[src/rtl/arb_mux.sv]
// rtl/arb_mux.sv - N-to-1 arbitrating mux with one registered output beat.
// Define ARB_MUX_ROUND_ROBIN_EN for round-robin arbitration; otherwise fixed
// priority, with the lowest-indexed valid channel winning.
module arb_mux #(
  parameter int WIDTH     = 8,
  parameter int CHANNELS  = 8,
  parameter int SEL_WIDTH = 3
) (
  input  logic                      clock,
  input  logic                      reset,
  input  logic [CHANNELS*WIDTH-1:0] d,
  input  logic [CHANNELS-1:0]       d_valid,
  output logic [CHANNELS-1:0]       d_ready,
  output logic [WIDTH-1:0]          y,
  output logic                      y_valid,
  input  logic                      y_ready,
  output logic [SEL_WIDTH-1:0]      sel
);

  logic [WIDTH-1:0]     y_q, y_d;
  logic [SEL_WIDTH-1:0] sel_q, sel_d;
  logic                 y_valid_q, y_valid_d;
  logic                 load;
  logic                 grant_any;
  logic [SEL_WIDTH-1:0] grant_idx;

  // The output register can take a beat when it is empty or being drained.
  assign load = !y_valid_q || y_ready;

`ifdef ARB_MUX_ROUND_ROBIN_EN
  logic [SEL_WIDTH-1:0] ptr_q, ptr_d;

  // Round-robin search: scan downward so the last hit is the channel closest to ptr.
  always_comb begin
    int idx;
    grant_any = 1'b0;
    grant_idx = '0;
    idx       = 0;
    for (int k = CHANNELS - 1; k >= 0; k--) begin
      idx = int'(ptr_q) + k;
      if (idx >= CHANNELS) idx = idx - CHANNELS;
      if (d_valid[idx]) begin
        grant_any = 1'b1;
        grant_idx = SEL_WIDTH'(idx);
      end
    end
  end

  // Move the pointer just past the winner; hold it when nothing is granted.
  always_comb begin
    ptr_d = ptr_q;
    if (load && grant_any) begin
      if (grant_idx == SEL_WIDTH'(CHANNELS - 1)) ptr_d = '0;
      else                                       ptr_d = grant_idx + SEL_WIDTH'(1);
    end
  end

  // Priority pointer register.
  always_ff @(posedge clock or negedge reset) begin
    if (!reset) ptr_q <= '0;
    else        ptr_q <= ptr_d;
  end
`else
  // Fixed priority: scan downward so the lowest valid index wins.
  always_comb begin
    grant_any = 1'b0;
    grant_idx = '0;
    for (int k = CHANNELS - 1; k >= 0; k--) begin
      if (d_valid[k]) begin
        grant_any = 1'b1;
        grant_idx = SEL_WIDTH'(k);
      end
    end
  end
`endif

  // One-hot ready for the winner; held low during reset so no beat is consumed.
  always_comb begin
    d_ready = '0;
    if (reset && load && grant_any) d_ready[grant_idx] = 1'b1;
  end

  // Load the granted beat, drain to empty when idle, hold while stalled.
  always_comb begin
    y_d       = y_q;
    sel_d     = sel_q;
    y_valid_d = y_valid_q;
    if (load) begin
      y_valid_d = grant_any;
      if (grant_any) begin
        y_d   = d[int'(grant_idx)*WIDTH +: WIDTH];
        sel_d = grant_idx;
      end
    end
  end

  // Output beat register.
  always_ff @(posedge clock or negedge reset) begin
    if (!reset) begin
      y_q       <= '0;
      sel_q     <= '0;
      y_valid_q <= 1'b0;
    end else begin
      y_q       <= y_d;
      sel_q     <= sel_d;
      y_valid_q <= y_valid_d;
    end
  end

  assign y       = y_q;
  assign sel     = sel_q;
  assign y_valid = y_valid_q;

endmodule

[config.mk]
export PLATFORM = sky130hd
export DESIGN_NAME = arb_mux
export DESIGN_NICKNAME = d
export VERILOG_FILES = /design/src/rtl/arb_mux.sv
export SDC_FILE = /design/constraint.sdc
export NUM_CORES = 1
export LEC_CHECK = 0
export ABC_AREA = 1
export BUFFER_PORTS_ARGS = -buffer_cell sky130_fd_sc_hd__buf_2
export CAP_MARGIN = 20
export CORE_ASPECT_RATIO = 1.1
export CORE_MARGIN = 1.5
export CORE_UTILIZATION = 43
export CTS_BUF_LIST = sky130_fd_sc_hd__clkbuf_16
export CTS_CLUSTER_DIAMETER = 50
export DETAILED_ROUTE_END_ITERATION = 6
export HOLD_SLACK_MARGIN = 0.03
export PLACE_DENSITY_LB_ADDON = 0.3
export SLEW_MARGIN = 40
export SYNTH_ARGS = -nofsm -noshare
export SYNTH_HDL_FRONTEND = slang
export SYNTH_SLANG_ARGS = --single-unit
[constraint.sdc]
create_clock -name clock -period 1.95 [get_ports clock]
set_clock_uncertainty 0.2 [all_clocks]
set_input_delay 0.0975 -clock clock [delete_from_list [all_inputs] [get_ports clock]]
set_output_delay 0.0975 -clock clock [all_outputs]
set_load 0.01 [all_outputs]
Word level (Yosys, flattened, before mapping) --
Cells that the tools add are included.
Storage, ports and cells: register bits after elaboration 12, input bits 75, output and inout port bits 20, word-level logic and storage cells 31
Operators by class: $lt $le $gt $ge 2, shift operators 1, multiplexer cells 19, reductions and logical operators 6
Operator list (count):
- $shiftx A64 B7 Y8 | 1
- $mux W3 | 8
- $mux W1 | 9
- $mux W8 | 1
- $lt A3 B4 Y1 const B | 1
- $demux W1 S3 | 1
- $ge A3 B1 Y1 const B | 1
- $logic_and A1 B1 Y1 | 3
- $reduce_and A2 Y1 | 1
- $logic_not A1 Y1 | 1
- $logic_or A1 B1 Y1 | 1

Depth between registers and ports, before layout --
Gate-level depths: netlist (run 1).
depth after elaboration 13, gate-level depth with buffers 14, depth with buffers taken out 13

Worst setup path before layout (run 1) --
OpenSTA, ideal clock, no wires.
kind reg-to-output, from reg y_valid_q (netlist: y_valid), to out d_ready[0], arrival time 1.246 ns, data required time 1.652 ns, slack 0.407 ns, cell stages (with the launch flop) 7, path buffers 1, cells stage by stage dfrtp_1 > inv_1 > nor2_1 > a21oi_4 > buf_6 > nand2_4 > nor3_1
On the way: longest elaborated chain between the ends 5
Ends and longest elaborated chain:
- from (decl) | line 22 | logic y_valid_q, y_valid_d;
- from (signal assigned) | line 106 | y_valid_q <= y_valid_d;
- $logic_not A1 Y1 | line 28 | assign load = !y_valid_q || y_ready;
- $logic_or A1 B1 Y1 | line 28
- $logic_and A1 B1 Y1 (2 in a row) | line 80 | if (reset && load && grant_any) d_ready[grant_idx] = 1'b1;
- $mux W8 | line 80
- to (decl) | line 13 | output logic [CHANNELS-1:0] d_ready,
Every way passes these cells.

Worst setup path after layout (run 1) --
from in y_ready, to out d_ready[0]
On the way: longest elaborated chain between the ends 4
Ends and longest elaborated chain:
- from (decl) | line 16 | input logic y_ready,
- $logic_or A1 B1 Y1 | line 28
- $logic_and A1 B1 Y1 (2 in a row) | line 80
- $mux W8 | line 80
Every way passes these cells.

==> run summary, run 1 <==
Most used DFF post-synth -> dfrtp_1
Reg2reg start -> y_valid$_DFFE_PN0N_
Core area -> 3127 um^2
Synth Net Count -> 325
# nets final -> 428
Width of the die -> 58.44 um
Via density -> 4.912
Placer congestion estimate -> 0.8591
Worst R2R Setup Slack -> 0.35 ns
Chip height -> 63.99 um
CTS tree -> built
GRT Total Usage -> 23.69%
Routed Antenna Nets -> 0
Slew margin rel. -> 76.05%
Synth cell count leaders -> nand2_1, nand3_1, inv_1, nor2_1, dfrtp_1
Syn. warnings -> 0
Share of cells above drive strength 1 -> 37.89%
Peak VDD IR -> 0.3472 mV
Routed WL -> 4192 um
Via count -> 1891
# IOs -> 95
Clk sink count -> 12
Hold Crit Depth -> 5
Wire length of the first global-routing pass -> 7107 um
Worst-Skew Late Latency -> 0.23 ns
Resized cells post-CTS -> 0
Post-synth EDFFs -> 0
Initial antenna violation count -> 0
Area of the mapped netlist -> 1454 um^2
Yosys top cell by area -> dfrtp_1
Final period utilization -> 91.88%
CTS H-Tree Depth -> 1
Ys async rst share -> 100.0%
Fraction of the yosys area taken by sequential cells -> 20.65%
Max Cap Viol -> 0
R2R cell count -> 9
Tightest Pin Transition -> 0.3584 ns
First-pass iteration count of the detailed router -> 5
Flops & latches, synth -> 12
Synth top area share -> 20.65%
Worst min path class -> in2reg
Crit. End Element -> output pin
Distinct cell type count after synthesis -> 22
HPWL after DPL -> 3351 um
Synthesized instance count -> 250
Vias in the first global route -> 1790
Startpoint types -> primary input
WP data arrival -> 1.49 ns
Top-count cell post-synth -> nand2_1
CP Data Required Time -> 1.65 ns
Starting Density -> 46.50%
Leakage dissipation -> 1.246 nW
IO buf count -> 94
Placed cell count -> 372
Fmax -> 558.1 MHz
Layout Cells excl Fill -> 385
Top cells by area, synth -> dfrtp_1, nand2_1, nand3_1
GRT overflow -> 0
Row Count -> 21
Setup TNS Final -> 0 ns
Worst-path clk slew -> 0.04 ns
# DRC -> 0
Hold Startpoint -> d[18]
Critical path class -> in2out
Clock buffer count from CTS -> 3
Fillers -> 299
Hold Path Sink -> y[2]$_DFFE_PN0P_
Final Setup Violations -> 0
P&R area growth vs syn -> 42.17%
Clk root buf -> clkbuf_16
Pin count of the biggest net entering global routing -> 21
DR WL/cell -> 10.89 um
Final Hold Viols -> 0
Crit path time final -> 1.792 ns
Worst r2r dst -> y[7]$_DFFE_PN0P_
Max Buffers Root-to-Sink -> 2
Antenna fix cells -> 0
P per Cell Area -> 506.0 nW/um^2
Syn_area_per_cell -> 5.816 um^2
RSZ-0062 raised after global routing -> no
Pins Over Slew Limit -> 0
Worst-path maximum fanout -> 6
Status -> finished, final reports clean
Initial DRC Count -> 99
Total Die Area -> 3739 um^2
## routing by layer
metal | vias to the layer above | wire [um] | GRT usage, %
li1 | 985 | - | -
met1 | 816 | 1726 | 26.73
met2 | 82 | 2070 | 44.52
met3 | 8 | 319 | 3.846
met4 | 0 | 75 | 6.395
met5 | - | 0 | 0
## final cells by class
| type | instances | area (um^2) | share of cell area, % |
|---|---|---|---|
| Multi-Input combinational cell | 180 | 869.6 | 42.07 |
| Clock buffer | 3 | 75.07 | 3.632 |
| Inverter | 47 | 178.9 | 8.656 |
| Timing Repair Buffer | 109 | 600.6 | 29.06 |
| Tap cell | 34 | 42.54 | 2.058 |
| Sequential cell | 12 | 300.3 | 14.53 |
## registers in the layout (all words and copies together), names as in the netlist
name / cells
y: 8
sel: 3
y_valid: 1
## through the flow
step                cell area [um^2]  util (%)  setup WS [ns]  hold WS (ns)  total power [mW]
floorplan                       1454         -         0.4070       -0.3981            0.5181
global placement                1899     60.74         0.2728       -0.1871            0.6622
detailed placement              1899     60.74         0.2259       -0.1876            0.6660
CTS                             2067     66.11         0.1583       0.03762             1.054
global route                    2067     66.11        0.07367       0.05132             1.114
finish                          2067     66.11         0.1583       0.03881             1.046
## logic make-up (layout without fill, tap and decap cells)
group / Yosys count / after routing / share of synthesized area [%]
and+or+nand+nor: 169 / 169 / 55.25
buffers and inverters: 58 / 159 / 19.53
DFF: 12 / 12 / 20.65
AOI/OAI and AO/OA: 11 / 11 / 4.561
## placed cells by master, fill, tap and decap left out, drive strengths merged
cell type / Yosys / routed
a21oi: 8 / 8
buf: 9 / 102
clkbuf: 2 / 3
dfrtp: 12 / 12
dlygate4sd3: 0 / 7
inv: 47 / 47
nand2: 77 / 77
nand3: 53 / 53
nand4: 4 / 4
nor2: 22 / 22
nor3: 6 / 6
o21ai: 3 / 3
or2: 7 / 7
## report_power, final
group	internal, mW	switching, mW
sequential	0.285	0.0177
clock	0.266	0.0985
combinational	0.171	0.207
total	0.723	0.323
## worst max path at each step
stage / startpoint / end / slack [ns]
floorplan: y_valid$_DFFE_PN0N_ / d_ready[0] / 0.41
global placement: d_valid[1] / d_ready[0] / 0.27
detailed placement: d_valid[1] / y[7]$_DFFE_PN0P_ / 0.23
CTS: y_ready / d_ready[0] / 0.16
global route: y_ready / d_ready[0] / 0.07
finish: y_ready / d_ready[0] / 0.16
## worst max-delay path: stages
cell	delay, ns
dlygate4sd3_1	0.52
buf_2	0.11
nor2_1	0.06
a21oi_4	0.20
nand2_4	0.10
nor3_1	0.23
buf_2	0.17
## what timing repair did
action	CTS	global route
hold endpoints to repair	15	0
setup buffers	3	0
hold buffers	7	0
endpoints found under the setup margin	1	0
Power figures use the tool's default switching activity.
==> run 2: changes to the inputs <==
--- a/config.mk
+++ b/config.mk
@@ -5,12 +5,11 @@
 export SDC_FILE = /design/constraint.sdc
 export NUM_CORES = 1
 export LEC_CHECK = 0
-export ABC_AREA = 1
 export BUFFER_PORTS_ARGS = -buffer_cell sky130_fd_sc_hd__buf_2
 export CAP_MARGIN = 20
 export CORE_ASPECT_RATIO = 1.1
 export CORE_MARGIN = 1.5
-export CORE_UTILIZATION = 43
+export CORE_UTILIZATION = 41
 export CTS_BUF_LIST = sky130_fd_sc_hd__clkbuf_16
 export CTS_CLUSTER_DIAMETER = 50
 export DETAILED_ROUTE_END_ITERATION = 6
==> run summary, run 2 <==
GRT Total Usage -> 26.81%
Synthesized instance count -> 170
Max reg flops -> 8
Clk root buf -> clkbuf_16
Net Sw Frac -> 30.48%
Distinct cell type count after synthesis -> 36
Synth cell count leaders -> o21ai_0, nand2_1, dfrtp_1, o21a_1, nor2_1
Via count -> 1793
Clk pwr share -> 35.4%
Yosys top cell by area -> dfrtp_1
Post-CTS Setup Inserts -> 0
CP Data Required Time -> 1.86 ns
Via density -> 5.674
Worst-path clk slew -> 0.04 ns
Placer congestion estimate -> 0.9134
Layout Cells excl Fill -> 316
Tightest Pin Transition -> 0.5029 ns
Peak VDD IR -> 0.6403 mV
Commonest non-fill, non-tap cell in the layout -> buf_2
RSZ-0062 raised after global routing -> yes
Worst-path maximum fanout -> 18
First-pass iteration count of the detailed router -> 5
Total power -> 1.058 mW
Place WS -> 0.1428 ns
Setup TNS Final -> 0 ns
Crit. End Element -> register
IO buf count -> 94
P&R area growth vs syn -> 59.23%
Pin count of the biggest net entering global routing -> 22
Startpoint types -> primary input
Routed Antenna Nets -> 0
CTS tree -> built
Placed cell count -> 295
GRT overflow -> 0
Syn_area_per_cell -> 7.618 um^2
Width of the die -> 56.59 um
Final Instance Area -> 2062 um^2
Hold Startpoint -> d[21]
Fraction of the yosys area taken by sequential cells -> 23.19%
Final period utilization -> 97.73%
# DRC -> 0
Initial DRC Count -> 105
CP startpoint -> d_valid[7]
Leakage dissipation -> 0.9744 nW
Area of the mapped netlist -> 1295 um^2
Worst min path class -> in2reg
Core area -> 3022 um^2
Clk sink count -> 12
Synth top area share -> 23.19%
Worst-Skew Late Latency -> 0.24 ns
Max Cap Viol -> 0
Post-synth EDFFs -> 0
Internal power -> 0.7355 mW
# IOs -> 95
Crit path time final -> 1.906 ns
Wire length of the first global-routing pass -> 7410 um
CP max-delay cell -> dlygate4sd3_1
Fmax -> 524.7 MHz
Syn. warnings -> 0
Most used DFF post-synth -> dfrtp_1
Hold WS -> 0.02240 ns
Flops & latches, synth -> 12
WP data arrival -> 1.82 ns
Starting Density -> 42.86%
Chip height -> 61.95 um
Worst-path cell chain -> buf_2, nor2b_1, o21a_1, buf_4, or3_1, o211ai_1, dlygate4sd3_1, nand4_1
Commonest cells after routing, fill and taps aside -> buf_2, o21ai_0, dlygate4sd3_1, nand2_1, dfrtp_1
Synth Net Count -> 245
Final Setup Violations -> 0
Comb power frac -> 35.3%
Crit path buf inv count -> 3
Vias in the first global route -> 1732
Critical path class -> in2reg
Post-DP Area -> 1798 um^2
Max Buffers Root-to-Sink -> 2
Status -> finished, final reports clean
Share of cells above drive strength 1 -> 41.49%
Antenna fix cells -> 0
Fin util -> 68.24%
Top cells by area, synth -> dfrtp_1, o21ai_0, o21a_1
Final Hold Viols -> 0
Initial antenna violation count -> 0
CP max stage delay -> 0.58 ns
Slew margin rel. -> 66.47%
Top-count cell post-synth -> o21ai_0
P per Cell Area -> 513.1 nW/um^2
Pins Over Slew Limit -> 0
Total Die Area -> 3505 um^2
Reg2reg start -> y_valid$_DFFE_PN0N_
Routed WL -> 4715 um
Switching Power -> 0.3225 mW
Clock buffer count from CTS -> 3
Seq pwr share -> 29.3%
Setup ws final -> 0.04430 ns
Row Count -> 21
HPWL after DPL -> 3581 um
Ys async rst share -> 100.0%
DR WL/cell -> 14.92 um
CTS H-Tree Depth -> 1
CP delay by family, top -> buffers and inverters
# nets final -> 358
==> run 2: cell count changes in the layout (fill, tap and decap cells not counted), moves of 6 or more <==
cell | before | now
inv_1 | 40 | 1
a21oi_1 | 7 | 1
or2_2 | 7 | 1
nand3_1 | 53 | 3
inv_2 | 6 | 0
nand2_1 | 72 | 16
dlygate4sd3_1 | 7 | 17
a2bb2oi_1 | 0 | 6
o21ai_0 | 3 | 32
o21a_1 | 0 | 11
==> run 2: cell type report <==
cell class | instances | area (um^2)
clock inverters | 1 | 3.754
fillers | 265 | 959.7
clock buffers | 3 | 75.07
inverters | 1 | 3.754
multi-input cells | 145 | 924.6
repair buffers | 120 | 711.9
flip-flops and latches | 12 | 300.3
well taps | 34 | 42.54
==> run 2: path summary, 6_finish.rpt <==
path | end | slack (ns) | cells after the start
max in group asynchronous | y[7]$_DFFE_PN0P_ | 1.20 | 2
worst max-delay path | y[4]$_DFFE_PN0P_ | 0.04 | 8
worst min-delay path | y[5]$_DFFE_PN0P_ | 0.02 | 4
min in group asynchronous | y[5]$_DFFE_PN0P_ | 0.09 | 2
worst min register to register | sel[1]$_DFFE_PN0P_ | 0.28 | 2
worst max register to register | y[4]$_DFFE_PN0P_ | 0.11 | 5
==> run 2: logic make-up after synthesis <==
family                 after synthesis  share of synthesized area (%)
AND/OR/NAND/NOR                     67                          28.21
flip-flops                          12                          23.19
AO/OA/AOI/OAI                       78                          42.32
buffers and inverters               13                          6.279
==> run 2: worst register-to-register path, cell delays in order, from the launching register on <==
cell,delay (ns)
dfrtp_1,0.37
nand2b_2,0.17
o21a_1,0.23
o211ai_1,0.09
dlygate4sd3_1,0.58
nand4_1,0.07
==> run 2: power by group through the flow <==
| stage | Combinational (mW) | Clock [mW] | Sequential [mW] |
|---|---|---|---|
| finish | 0.374 | 0.374 | 0.310 |
| global route | 0.415 | 0.386 | 0.313 |
| CTS | 0.368 | 0.376 | 0.309 |
| detailed placement | 0.341 | 0 | 0.312 |
| global placement | 0.338 | 0 | 0.312 |
| floorplan | 0.167 | 0 | 0.323 |
==> run 2: metal layers <==
metal	wire, um	global-route usage (%)	up-vias	part of all wire (%)
met4	81	5.442	0	1.7
li1	-	-	885	-
met3	362	4.969	8	7.7
met2	2414	53.49	96	51
met5	0	0	-	0
met1	1856	30.19	804	39
==> run 2: timing repair <==
action / in CTS / in global routing
gates resized for setup: 0 / 4
setup endpoints to repair: 0 / 4
hold endpoints to repair: 19 / 0
hold buffers: 18 / 0
